**src/rtl/inport_debounce.sv**
```systemverilog
// rtl/inport_debounce.sv - two-channel input port: synchronize, debounce, hold with valid/overrun (optional: INPORT_OVERRUN_EN)
module inport_debounce #(
    parameter int DW        = 4,
    parameter int DB_CYCLES = 16,
    parameter int CNT_W     = 5
) (
    input  logic          clk,
    input  logic          rst,
    input  logic [DW-1:0] ext_in1,
    input  logic [DW-1:0] ext_in2,
    input  logic          Reg1RD,
    input  logic          Reg2RD,
    output logic [DW-1:0] Reg1_in,
    output logic [DW-1:0] Reg2_in,
    output logic          Reg1_valid,
    output logic          Reg2_valid,
    output logic          Reg1_ovr,
    output logic          Reg2_ovr
);

    localparam logic [CNT_W-1:0] CNT_MAX = CNT_W'(DB_CYCLES - 1);

    logic [1:0][DW-1:0]    raw;
    logic [1:0]            rd;
    logic [1:0][DW-1:0]    s1_q, s1_d, s2_q, s2_d;
    logic [1:0][DW-1:0]    cand_q, cand_d, stable_q, stable_d;
    logic [1:0][CNT_W-1:0] cnt_q, cnt_d;
    logic [1:0]            valid_q, valid_d;
    logic [1:0]            accept;

    assign raw = {ext_in2, ext_in1};
    assign rd  = {Reg2RD, Reg1RD};

    always_comb begin
        s1_d     = raw;
        s2_d     = s1_q;
        cand_d   = cand_q;
        cnt_d    = cnt_q;
        stable_d = stable_q;
        valid_d  = valid_q;
        accept   = '0;
        for (int i = 0; i < 2; i++) begin
            if (s2_q[i] != cand_q[i]) begin
                cand_d[i] = s2_q[i];
                cnt_d[i]  = '0;
            end else if (cnt_q[i] < CNT_MAX) begin
                cnt_d[i] = cnt_q[i] + 1'b1;
            end
            // Only a qualified value that differs from the held one is accepted
            accept[i] = (s2_q[i] == cand_q[i]) && (cnt_q[i] == CNT_MAX)
                        && (cand_q[i] != stable_q[i]);
            if (accept[i]) begin
                stable_d[i] = cand_q[i];
                valid_d[i]  = 1'b1;
            end else if (rd[i]) begin
                valid_d[i] = 1'b0;
            end
        end
    end

    always_ff @(posedge clk) begin
        if (!rst) begin
            s1_q     <= '0;
            s2_q     <= '0;
            cand_q   <= '0;
            cnt_q    <= '0;
            stable_q <= '0;
            valid_q  <= '0;
        end else begin
            s1_q     <= s1_d;
            s2_q     <= s2_d;
            cand_q   <= cand_d;
            cnt_q    <= cnt_d;
            stable_q <= stable_d;
            valid_q  <= valid_d;
        end
    end

    assign Reg1_in    = stable_q[0];
    assign Reg2_in    = stable_q[1];
    assign Reg1_valid = valid_q[0];
    assign Reg2_valid = valid_q[1];

`ifdef INPORT_OVERRUN_EN
    logic [1:0] ovr_q, ovr_d;

    always_comb begin
        ovr_d = ovr_q;
        for (int i = 0; i < 2; i++) begin
            if (accept[i] && valid_q[i] && !rd[i]) begin
                ovr_d[i] = 1'b1;
            end else if (rd[i]) begin
                ovr_d[i] = 1'b0;
            end
        end
    end

    always_ff @(posedge clk) begin
        if (!rst) begin
            ovr_q <= '0;
        end else begin
            ovr_q <= ovr_d;
        end
    end

    assign Reg1_ovr = ovr_q[0];
    assign Reg2_ovr = ovr_q[1];
`else
    assign Reg1_ovr = 1'b0;
    assign Reg2_ovr = 1'b0;
`endif

endmodule

```
**config.mk**
```make
export PLATFORM = sky130hd
export DESIGN_NAME = inport_debounce
export DESIGN_NICKNAME = d
export VERILOG_FILES = /design/src/rtl/inport_debounce.sv
export SDC_FILE = /design/constraint.sdc
export NUM_CORES = 1
export LEC_CHECK = 0
export CAP_MARGIN = 20
export CELL_PAD_IN_SITES_DETAIL_PLACEMENT = 0
export CELL_PAD_IN_SITES_GLOBAL_PLACEMENT = 1
export CORE_MARGIN = 2
export CORE_UTILIZATION = 37
export DETAILED_ROUTE_END_ITERATION = 10
export GPL_ROUTABILITY_DRIVEN = 0
export PLACE_DENSITY_LB_ADDON = 0.1
export REMOVE_ABC_BUFFERS = 1
export SETUP_SLACK_MARGIN = 0.5
export SLEW_MARGIN = 20
export SYNTH_ARGS = -nofsm -noshare
export SYNTH_HDL_FRONTEND = slang
export SYNTH_SLANG_ARGS = --single-unit
```
**constraint.sdc**
```tcl
create_clock -name clk -period 1.4 [get_ports clk]
set_input_delay 0.21 -clock clk [delete_from_list [all_inputs] [get_ports clk]]
set_output_delay 0.21 -clock clk [all_outputs]
set_load 0.01 [all_outputs]
```
==> results of run 1 <==
==> final cells by class <==
type	instances	area share
clock buffer	6	0.03566
timing repair buffer	41	0.1637
sequential	44	0.3906
multi-input combinational	112	0.3690
inverter	4	0.006483
clock inverter	2	0.006483
tap	52	0.02809
==> what timing repair did <==
action / CTS / global route
gates resized for setup: 76 / 11
buffers inserted: 7 / 1
hold endpoints to repair: 0 / 0
setup endpoints to repair: 30 / 30
pin swaps: 9 / 6
==> registers in the layout (all words and copies together) (netlist names) <==
name,flops
valid_q,2
cand_q,8
Reg1_in,4
s1_q,8
cnt_q,10
Reg2_in,4
s2_q,8
==> Yosys cell counts (all sizes together) <==
cell,count,area [um2]
nand2b,2,12.51
xor2,8,70.07
a21oi,2,10.01
mux2i,8,80.08
conb,1,3.750
a41oi,2,17.52
buf,4,37.53
a31o,2,17.52
a221oi,2,30.03
dfxtp,44,880.8
nor2b,2,12.51
nor2,8,30.03
nor4,2,25.02
clkbuf,5,18.77
o21ai,4,20.02
nand4,4,25.02
xnor2,8,70.07
ha,4,50.05
nand2,18,67.56
and3b,2,17.52
inv,4,15.01
nand3,4,20.02
and2,26,162.7
and3,2,12.51
==> logic make-up after synthesis <==
group | synth area share
flops | 0.5161
buf+inv | 0.04178
fa+ha+maj | 0.02933
simple gates | 0.2258
mux | 0.04692
other cells | 0.002197
compound gates | 0.05572
xor+xnor | 0.08211
==> worst reg2reg max path: cells and delay by family (launching register included) <==
family / cells / cell delay, ps
simple gates: 2 / 400
buf+inv: 1 / 160
compound gates: 1 / 180
xor+xnor: 1 / 190
flops: 1 / 350
==> stage by stage <==
step	hold WS (ps)	cells
2_1_floorplan	331.7	160
3_3_place_gp	412.2	245
3_5_place_dp	419.6	245
4_1_cts	440.2	260
5_1_grt	458.8	261
6_report	435.7	261
==> worst max path at each step <==
| stage | from | end | slack [ps] | depth (start not counted) |
|---|---|---|---|---|
| after floorplan | cnt_q[0] | valid_q[0] | 30 | 5 |
| after global placement | cnt_q[1] | valid_q[0] | -50 | 5 |
| after detailed placement | cnt_q[5] | valid_q[1] | -50 | 5 |
| after CTS | cand_q[2] | Reg1_in[2] | 20 | 4 |
| after global routing | cand_q[6] | Reg2_in[2] | -70 | 4 |
| final | cand_q[6] | cnt_q[6] | 40 | 5 |
==> cell usage in the layout (no fill, tap or decap), drive strengths merged, types with 4 or more instances in the layout <==
cell type       n
and2           26
buf            28
clkbuf          7
clkdlybuf4s50  11
dfxtp          44
ha              4
inv             4
mux2i           8
nand2          18
nand3           4
nand4           4
nor2            8
o21ai           4
xnor2           8
xor2            8
==> report_power, final <==
part	total [W]	leakage [nW]	internal [W]	switching, W
Sequential	0.00131	0.367	0.00129	0.0000197
Clock	0.000818	0.0434	0.000399	0.000419
Combinational	0.000211	0.514	0.000119	0.0000924
==> layer usage <==
layer  vias to the layer above  wire, um  GRT usage
li1                        624         -          -
met1                       554      1279     0.1485
met2                        18      1484     0.2253
met3                         4       108    0.04583
met4                         0        43    0.05660
met5                         -         0          0
==> results by group, run 1 <==
Outcome
  – Status: complete, no violations

Timing
  – Worst setup margin: 39.83 ps
  – Fmax: 735.2 MHz
  – Final Max Tran Viols: 0
  – Setup TNS: 0 ps
  – Final hold violation count: 0
  – Clock skew: 3.219 ps
  – Tmin final: 1360 ps
  – Final period utilization: 0.9716
  – Setup violations, final: 0
  – RSZ-0062 raised after global routing: yes

Detailed routing
  – 1st-iter DRT viols: 20
  – Vias/cell: 4.598
  – Wirelength, routed: 2.916 mm
  – Vias: 1,200
  – Wire length per cell: 11.17 um
  – ANT nets after route: 0
  – TritonRoute pass-1 iters: 2
  – Residual DRC: 0

Logic synthesis
  – Synthesized flop and latch total: 44
  – Cell count after synthesis: 168
  – YS warnings: 0
  – Mapped Area: 1707 um2
  – Synthesized area per cell: 10.16 um2
  – Seq/Total Area, Yosys: 0.5161
  – Distinct cells, synth: 25

GRT
  – Largest net degree at the start of global routing: 34
  – Total GRT Usage: 0.1315
  – Initial antenna violation count: 0
  – Vias in the first global route: 1,204
  – GRT overflow: 0
  – First-pass GRT wire length: 5.209 mm

Placed design
  – # port buffers: 21
  – Placed cell areas: 2032 um2
  – Post-DP HPWL: 2.026 mm
  – Post-place setup slack: -48.00 ps

Worst setup path
  – Worst flop-to-flop path startpoint: cand_q[6]
  – CP Cell Sequence: xor2_2 > nor4_4 > buf_4 > nand2_2 > a221oi_2
  – Reg2reg end: cnt_q[6]
  – Max incr delay on CP: 350 ps
  – Worst setup EP type: flop
  – CP Class: flop to flop
  – Worst setup SP type: flop
  – CP max FO: 5
  – CP arrival: 1570 ps
  – R2R cell count: 5
  – Number of buffers and inverters on the critical path: 1
  – Setup slack, reg-to-reg: 40 ps
  – Family with the most delay on the worst path: simple AND/OR/NAND/NOR gates
  – Slowest cell on crit path: dfxtp_2
  – Worst Path Required: 1610 ps

Clocking
  – Maximum root-to-sink buffer count: 2
  – Clock Sinks: 44
  – Post-CTS Hold Fix Bufs: 0
  – Clock-pin slew on the worst setup and hold paths: 80 ps
  – Cts bufs inserted: 5
  – CTS Root Cell: clkbuf_8
  – CTS tree: yes
  – Htree depth: 2
  – Skew-Pair Late Insertion Delay: 290 ps

Finish
  – Layout Nets: 224
  – Area grow syn2layout: 35.70%
  – Finished layout cell area: 2316 um2
  – Area of the multi-input gates: 854.6 um2
  – Fillers: 405
  – Storage cell area: 904.6 um2
  – Diode count: 0
  – Post-Route Utilization: 0.5283
  – Layout cell share with drive strength beyond 1: 0.3589

Worst hold path
  – Hold Path Depth: 1
  – Hold EP: s2_q[3]
  – Hold Startpoint: s1_q[3]
  – Hold WC Path Type: flop to flop

Die
  – Die W: 71.92 um
  – Rows: 24
  – Num ports: 24
  – Initial Util: 0.3893
  – Die area: 5172 um2
  – Die Ht: 71.92 um
  – Core area: 4384 um2

Pwr
  – Overall power: 0.002338 W
  – VDD IR max: 0.5619 mV
  – Pwr per Cell Area: 1009 nW/um2
  – Leak: 0.9254 nW

Flow run
  – Max-cap viol count: 0
Power figures use the tool's default switching activity.
==> run 2, diff against run 1 <==
--- a/config.mk
+++ b/config.mk
@@ -9,7 +9,7 @@
 export CELL_PAD_IN_SITES_DETAIL_PLACEMENT = 0
 export CELL_PAD_IN_SITES_GLOBAL_PLACEMENT = 1
 export CORE_MARGIN = 2
-export CORE_UTILIZATION = 37
+export CORE_UTILIZATION = 41
 export DETAILED_ROUTE_END_ITERATION = 10
 export GPL_ROUTABILITY_DRIVEN = 0
 export PLACE_DENSITY_LB_ADDON = 0.1
==> constraint.sdc (replaced) <==
create_clock -name clk -period 1.3 [get_ports clk]
set_input_delay 0.195 -clock clk [delete_from_list [all_inputs] [get_ports clk]]
set_output_delay 0.195 -clock clk [all_outputs]
set_load 0.01 [all_outputs]
==> results by group, run 2 (synthesis results as in run 1) <==
Clocking
  – Clock Sinks: 44
  – CTS tree: yes
  – Cts bufs inserted: 5
  – CTS Root Cell: clkbuf_8
  – Skew-Pair Late Insertion Delay: 290 ps
  – Maximum root-to-sink buffer count: 2
  – Clock-pin slew on the worst setup and hold paths: 80 ps
  – Htree depth: 2
  – Post-CTS Hold Fix Bufs: 0

Outcome
  – Failing checks: setup timing
  – Status: finished, violations left

Worst setup path
  – Reg2reg end: Reg1_in[1]
  – CP arrival: 1560 ps
  – Slowest cell on crit path: nor4_2
  – Worst Path Required: 1520 ps
  – Max incr delay on CP: 340 ps
  – Worst setup EP type: flop
  – CP Class: flop to flop
  – R2R cell count: 4
  – CP Cell Sequence: xor2_1 > nor4_2 > and2_4 > mux2i_1
  – Setup slack, reg-to-reg: -50 ps
  – Worst flop-to-flop path startpoint: cand_q[2]
  – CP max FO: 5
  – Worst setup SP type: flop

Timing
  – Final Max Tran Viols: 0
  – Final period utilization: 1.036
  – Final hold violation count: 0
  – Tmin final: 1347 ps
  – Worst setup margin: -47.20 ps
  – Clock skew: 6.019 ps
  – Fmax: 742.3 MHz
  – RSZ-0062 raised after global routing: yes
  – Setup violations, final: 9

GRT
  – Top Usage Layer GRT: met2
  – First-pass GRT wire length: 5.423 mm
  – Grt met1 use: 0.1793
  – Met3 global-route usage: 0.05032
  – Total GRT Usage: 0.1578
  – Vias in the first global route: 1,263
  – GRT overflow: 0
  – GR Layer Usage met2: 0.2740
  – Largest net degree at the start of global routing: 15
  – Initial antenna violation count: 0

Die
  – Core area: 4000 um2
  – Initial Util: 0.4267
  – Die area: 4694 um2
  – Num ports: 24
  – Die W: 68.52 um
  – Die Ht: 68.52 um
  – Rows: 23

Finish
  – Diode count: 0
  – Area grow syn2layout: 39.30%
  – Post-Route Utilization: 0.5943
  – Commonest non-fill, non-tap cell in the layout: dfxtp_1
  – Final std cells w/o fill: 266
  – Layout Nets: 231
  – Max FFs per register: 10
  – Most flop-heavy register: cnt_q
  – Layout cell share with drive strength beyond 1: 0.3704
  – Most frequent cells in the layout: dfxtp_1, buf_4, and2_1, nand2_1, dfxtp_2

Detailed routing
  – Residual DRC: 0
  – Wire length per cell: 12.29 um
  – Wirelength, routed: 3.270 mm
  – Vias: 1,255
  – Vias/cell: 4.718
  – ANT nets after route: 0
  – TritonRoute pass-1 iters: 4
  – 1st-iter DRT viols: 23

Pwr
  – VDD IR max: 0.7134 mV
  – Pwr per Cell Area: 1134 nW/um2
  – Leak: 1.010 nW

Worst hold path
  – Hold WC Path Type: flop to flop
  – Hold Path Depth: 1
  – Hold Startpoint: s1_q[1]
  – Hold EP: s2_q[1]

Placed design
  – Post-DP HPWL: 2.069 mm
  – Dpl cells: 249
  – # port buffers: 21

Flow run
  – Max-cap viol count: 0
[run 2: per-layer routing]
metal  vias to the layer above  wire [um]
met5                         -          0
met1                       588       1452
met2                        19       1667
met4                         0         34
met3                         4        114
li1                        644          -
[run 2: worst max-delay path by stage]
stage	from	to	depth (start not counted)
after detailed placement	cand_q[1]	Reg1_in[0]	4
after floorplan	cnt_q[0]	valid_q[0]	5
after CTS	cand_q[6]	Reg2_in[1]	4
after global routing	cand_q[5]	Reg2_in[2]	4
after global placement	cnt_q[1]	valid_q[0]	5
final	cand_q[2]	Reg1_in[1]	4
[run 2: layout make-up]
class	instances	area (um2)
Multi-Input combinational cell	112	835.8
Fill cell	343	1623
Sequential cell	44	899.6
Clock inverter	3	42.54
Tap cell	50	62.56
Clock buffer	5	68.82
Timing Repair Buffer	48	452.9
Inverter	4	15.01
[run 2: critical path: cells and delay by family, from the launching register on]
kind	cells	cell delay, ps
XOR/XNOR	1	160
flip-flops	1	330
multiplexers	1	200
AND/OR/NAND/NOR	2	580
[run 2: repair_timing]
| action | 4_1_cts | 5_1_grt |
|---|---|---|
| gates cloned | 1 | 0 |
| gates resized for setup | 65 | 17 |
| pin swaps | 12 | 5 |
| endpoints found under the setup margin | 50 | 30 |
| setup buffers | 5 | 3 |
[run 2: through the flow]
stage	cell area (um2)	power [W]	setup slack (ps)	hold slack, ps	TNS [ps]
floorplan	1654	0.001526	-66.81	316.7	-133.6
global placement	2074	0.001635	-129.8	414.8	-806.5
detailed placement	2074	0.001644	-138.5	421.6	-1308
CTS	2321	0.002721	-56.89	442.3	-473.8
global route	2377	0.002814	-134.8	452.8	-1262
finish	2377	0.002695	-47.20	439.9	-202.5
[run 2: power by group]
group | internal (W) | leakage, nW | switching [W]
clock | 0.000569 | 0.0541 | 0.000465
combinational | 0.000142 | 0.590 | 0.000108
sequential | 0.00139 | 0.366 | 0.0000215
total | 0.00210 | 1.01 | 0.000595
==> run 3, diff against run 2 <==
--- a/config.mk
+++ b/config.mk
@@ -14,7 +14,6 @@
 export GPL_ROUTABILITY_DRIVEN = 0
 export PLACE_DENSITY_LB_ADDON = 0.1
 export REMOVE_ABC_BUFFERS = 1
-export SETUP_SLACK_MARGIN = 0.5
 export SLEW_MARGIN = 20
 export SYNTH_ARGS = -nofsm -noshare
 export SYNTH_HDL_FRONTEND = slang
==> results by group, run 3 (synthesis results as in run 1) <==
Die
  – Rows: 23
  – Die area: 4694 um2
  – Initial Util: 0.4267
  – Num ports: 24
  – Die Ht: 68.52 um
  – Core area: 4000 um2
  – Die W: 68.52 um

Finish
  – Most flop-heavy register: cnt_q
  – Fillers: 363
  – Layout cell share with drive strength beyond 1: 0.2607
  – Layout Nets: 226
  – Max FFs per register: 10
  – Area grow syn2layout: 32.84%
  – Finished layout cell area: 2267 um2
  – Post-Route Utilization: 0.5668
  – Most frequent cells in the layout: dfxtp_1, and2_1, buf_4, nand2_1, clkdlybuf4s50_1
  – Commonest non-fill, non-tap cell in the layout: dfxtp_1
  – Diode count: 0

GRT
  – Initial antenna violation count: 0
  – Total GRT Usage: 0.1440
  – Largest net degree at the start of global routing: 29
  – Vias in the first global route: 1,195
  – First-pass GRT wire length: 4.968 mm
  – GRT overflow: 0

Clocking
  – Skew-Pair Late Insertion Delay: 290 ps
  – Cts bufs inserted: 5
  – CTS tree: yes
  – Htree depth: 2
  – Clock Sinks: 44
  – Clock-pin slew on the worst setup and hold paths: 80 ps
  – Maximum root-to-sink buffer count: 2
  – CTS Root Cell: clkbuf_8

Detailed routing
  – ANT nets after route: 0
  – 1st-iter DRT viols: 20
  – Vias: 1,223
  – Residual DRC: 0
  – Wirelength, routed: 2.993 mm
  – Vias/cell: 4.686
  – TritonRoute pass-1 iters: 4
  – Wire length per cell: 11.47 um

Pwr
  – VDD IR max: 0.7360 mV
  – Overall power: 0.002672 W
  – Pwr per Cell Area: 1179 nW/um2
  – Leak: 0.9770 nW

Worst hold path
  – Hold WC Path Type: flop to flop

Timing
  – Setup violations, final: 7
  – Clock skew: 3.375 ps
  – Final period utilization: 1.020
  – RSZ-0062 raised after global routing: yes
  – Final hold violation count: 0
  – Final Max Tran Viols: 0
  – Tmin final: 1326 ps
  – Worst setup margin: -25.92 ps
  – Fmax: 754.2 MHz

Worst setup path
  – CP Cell Sequence: xor2_1 > nor4_2 > and2_4 > mux2i_1
  – Family with the most delay on the worst path: simple AND/OR/NAND/NOR gates
  – CP arrival: 1550 ps
  – CP max FO: 5
  – Worst Path Required: 1520 ps
  – Worst setup SP type: flop
  – Worst setup EP type: flop
  – Slowest cell on crit path: dfxtp_2
  – Number of buffers and inverters on the critical path: 0
  – Max incr delay on CP: 330 ps
  – CP Class: flop to flop

Placed design
  – Post-place setup slack: -138.5 ps
  – # port buffers: 21
  – Post-DP HPWL: 2.069 mm
  – Placed cell areas: 2074 um2

Outcome
  – Status: finished, violations left
  – Failing checks: setup timing

Flow run
  – Max-cap viol count: 0
[run 3: path summary, 6_finish.rpt]
| check | from | end | slack (ps) | depth (start not counted) |
|---|---|---|---|---|
| worst max-delay path | cand_q[2] | Reg1_in[1] | -30 | 4 |
| worst min-delay path | s1_q[3] | s2_q[3] | 440 | 1 |
| worst max register to register | cand_q[2] | Reg1_in[1] | -30 | 4 |
| worst min register to register | s1_q[3] | s2_q[3] | 440 | 1 |
[run 3: metrics by stage]
stage,setup TNS [ps],std cells,hold slack [ps]
after floorplan,-133.6,160,316.7
after global placement,-806.5,249,414.8
after detailed placement,-1308,249,421.6
after CTS,-327.7,259,442.3
after global routing,-1215,261,453.3
final,-84.35,261,440.0
[run 3: what timing repair did]
| item | CTS | global route |
|---|---|---|
| pin swaps | 3 | 7 |
| hold buffers | 0 | 0 |
| setup buffers | 2 | 2 |
| endpoints found under the setup margin | 25 | 19 |
| gates resized for setup | 24 | 11 |
[run 3: layer usage]
metal / up-vias / GRT usage / part of all wire
met1: 576 / 0.1608 / 0.45
li1: 628 / - / -
met5: - / 0 / 0
met4: 0 / 0.06500 / 0.011
met2: 15 / 0.2440 / 0.50
met3: 4 / 0.05195 / 0.034
[run 3: power breakdown]
group / switching (W) / internal (W)
Sequential: 0.0000188 / 0.00139
Clock: 0.000462 / 0.000569
Combinational: 0.000103 / 0.000129
Total: 0.000584 / 0.00209
[run 3: worst register-to-register path, cell delays in order (launching register included)]
cell and delay [ps]:
dfxtp_2 330, xor2_1 160, nor4_2 330, and2_4 240, mux2i_1 190
[run 3: area by class of cell]
type                            instances  area [um2]  share of cell area
Sequential cell                        44       889.6              0.3924
Inverter                                4       15.01            0.006623
Clock inverter                          3       42.54             0.01876
Multi-Input combinational cell        112       813.3              0.3587
Timing Repair Buffer                   43       375.4              0.1656
Clock buffer                            5       68.82             0.03035
Tap cell                               50       62.56             0.02759
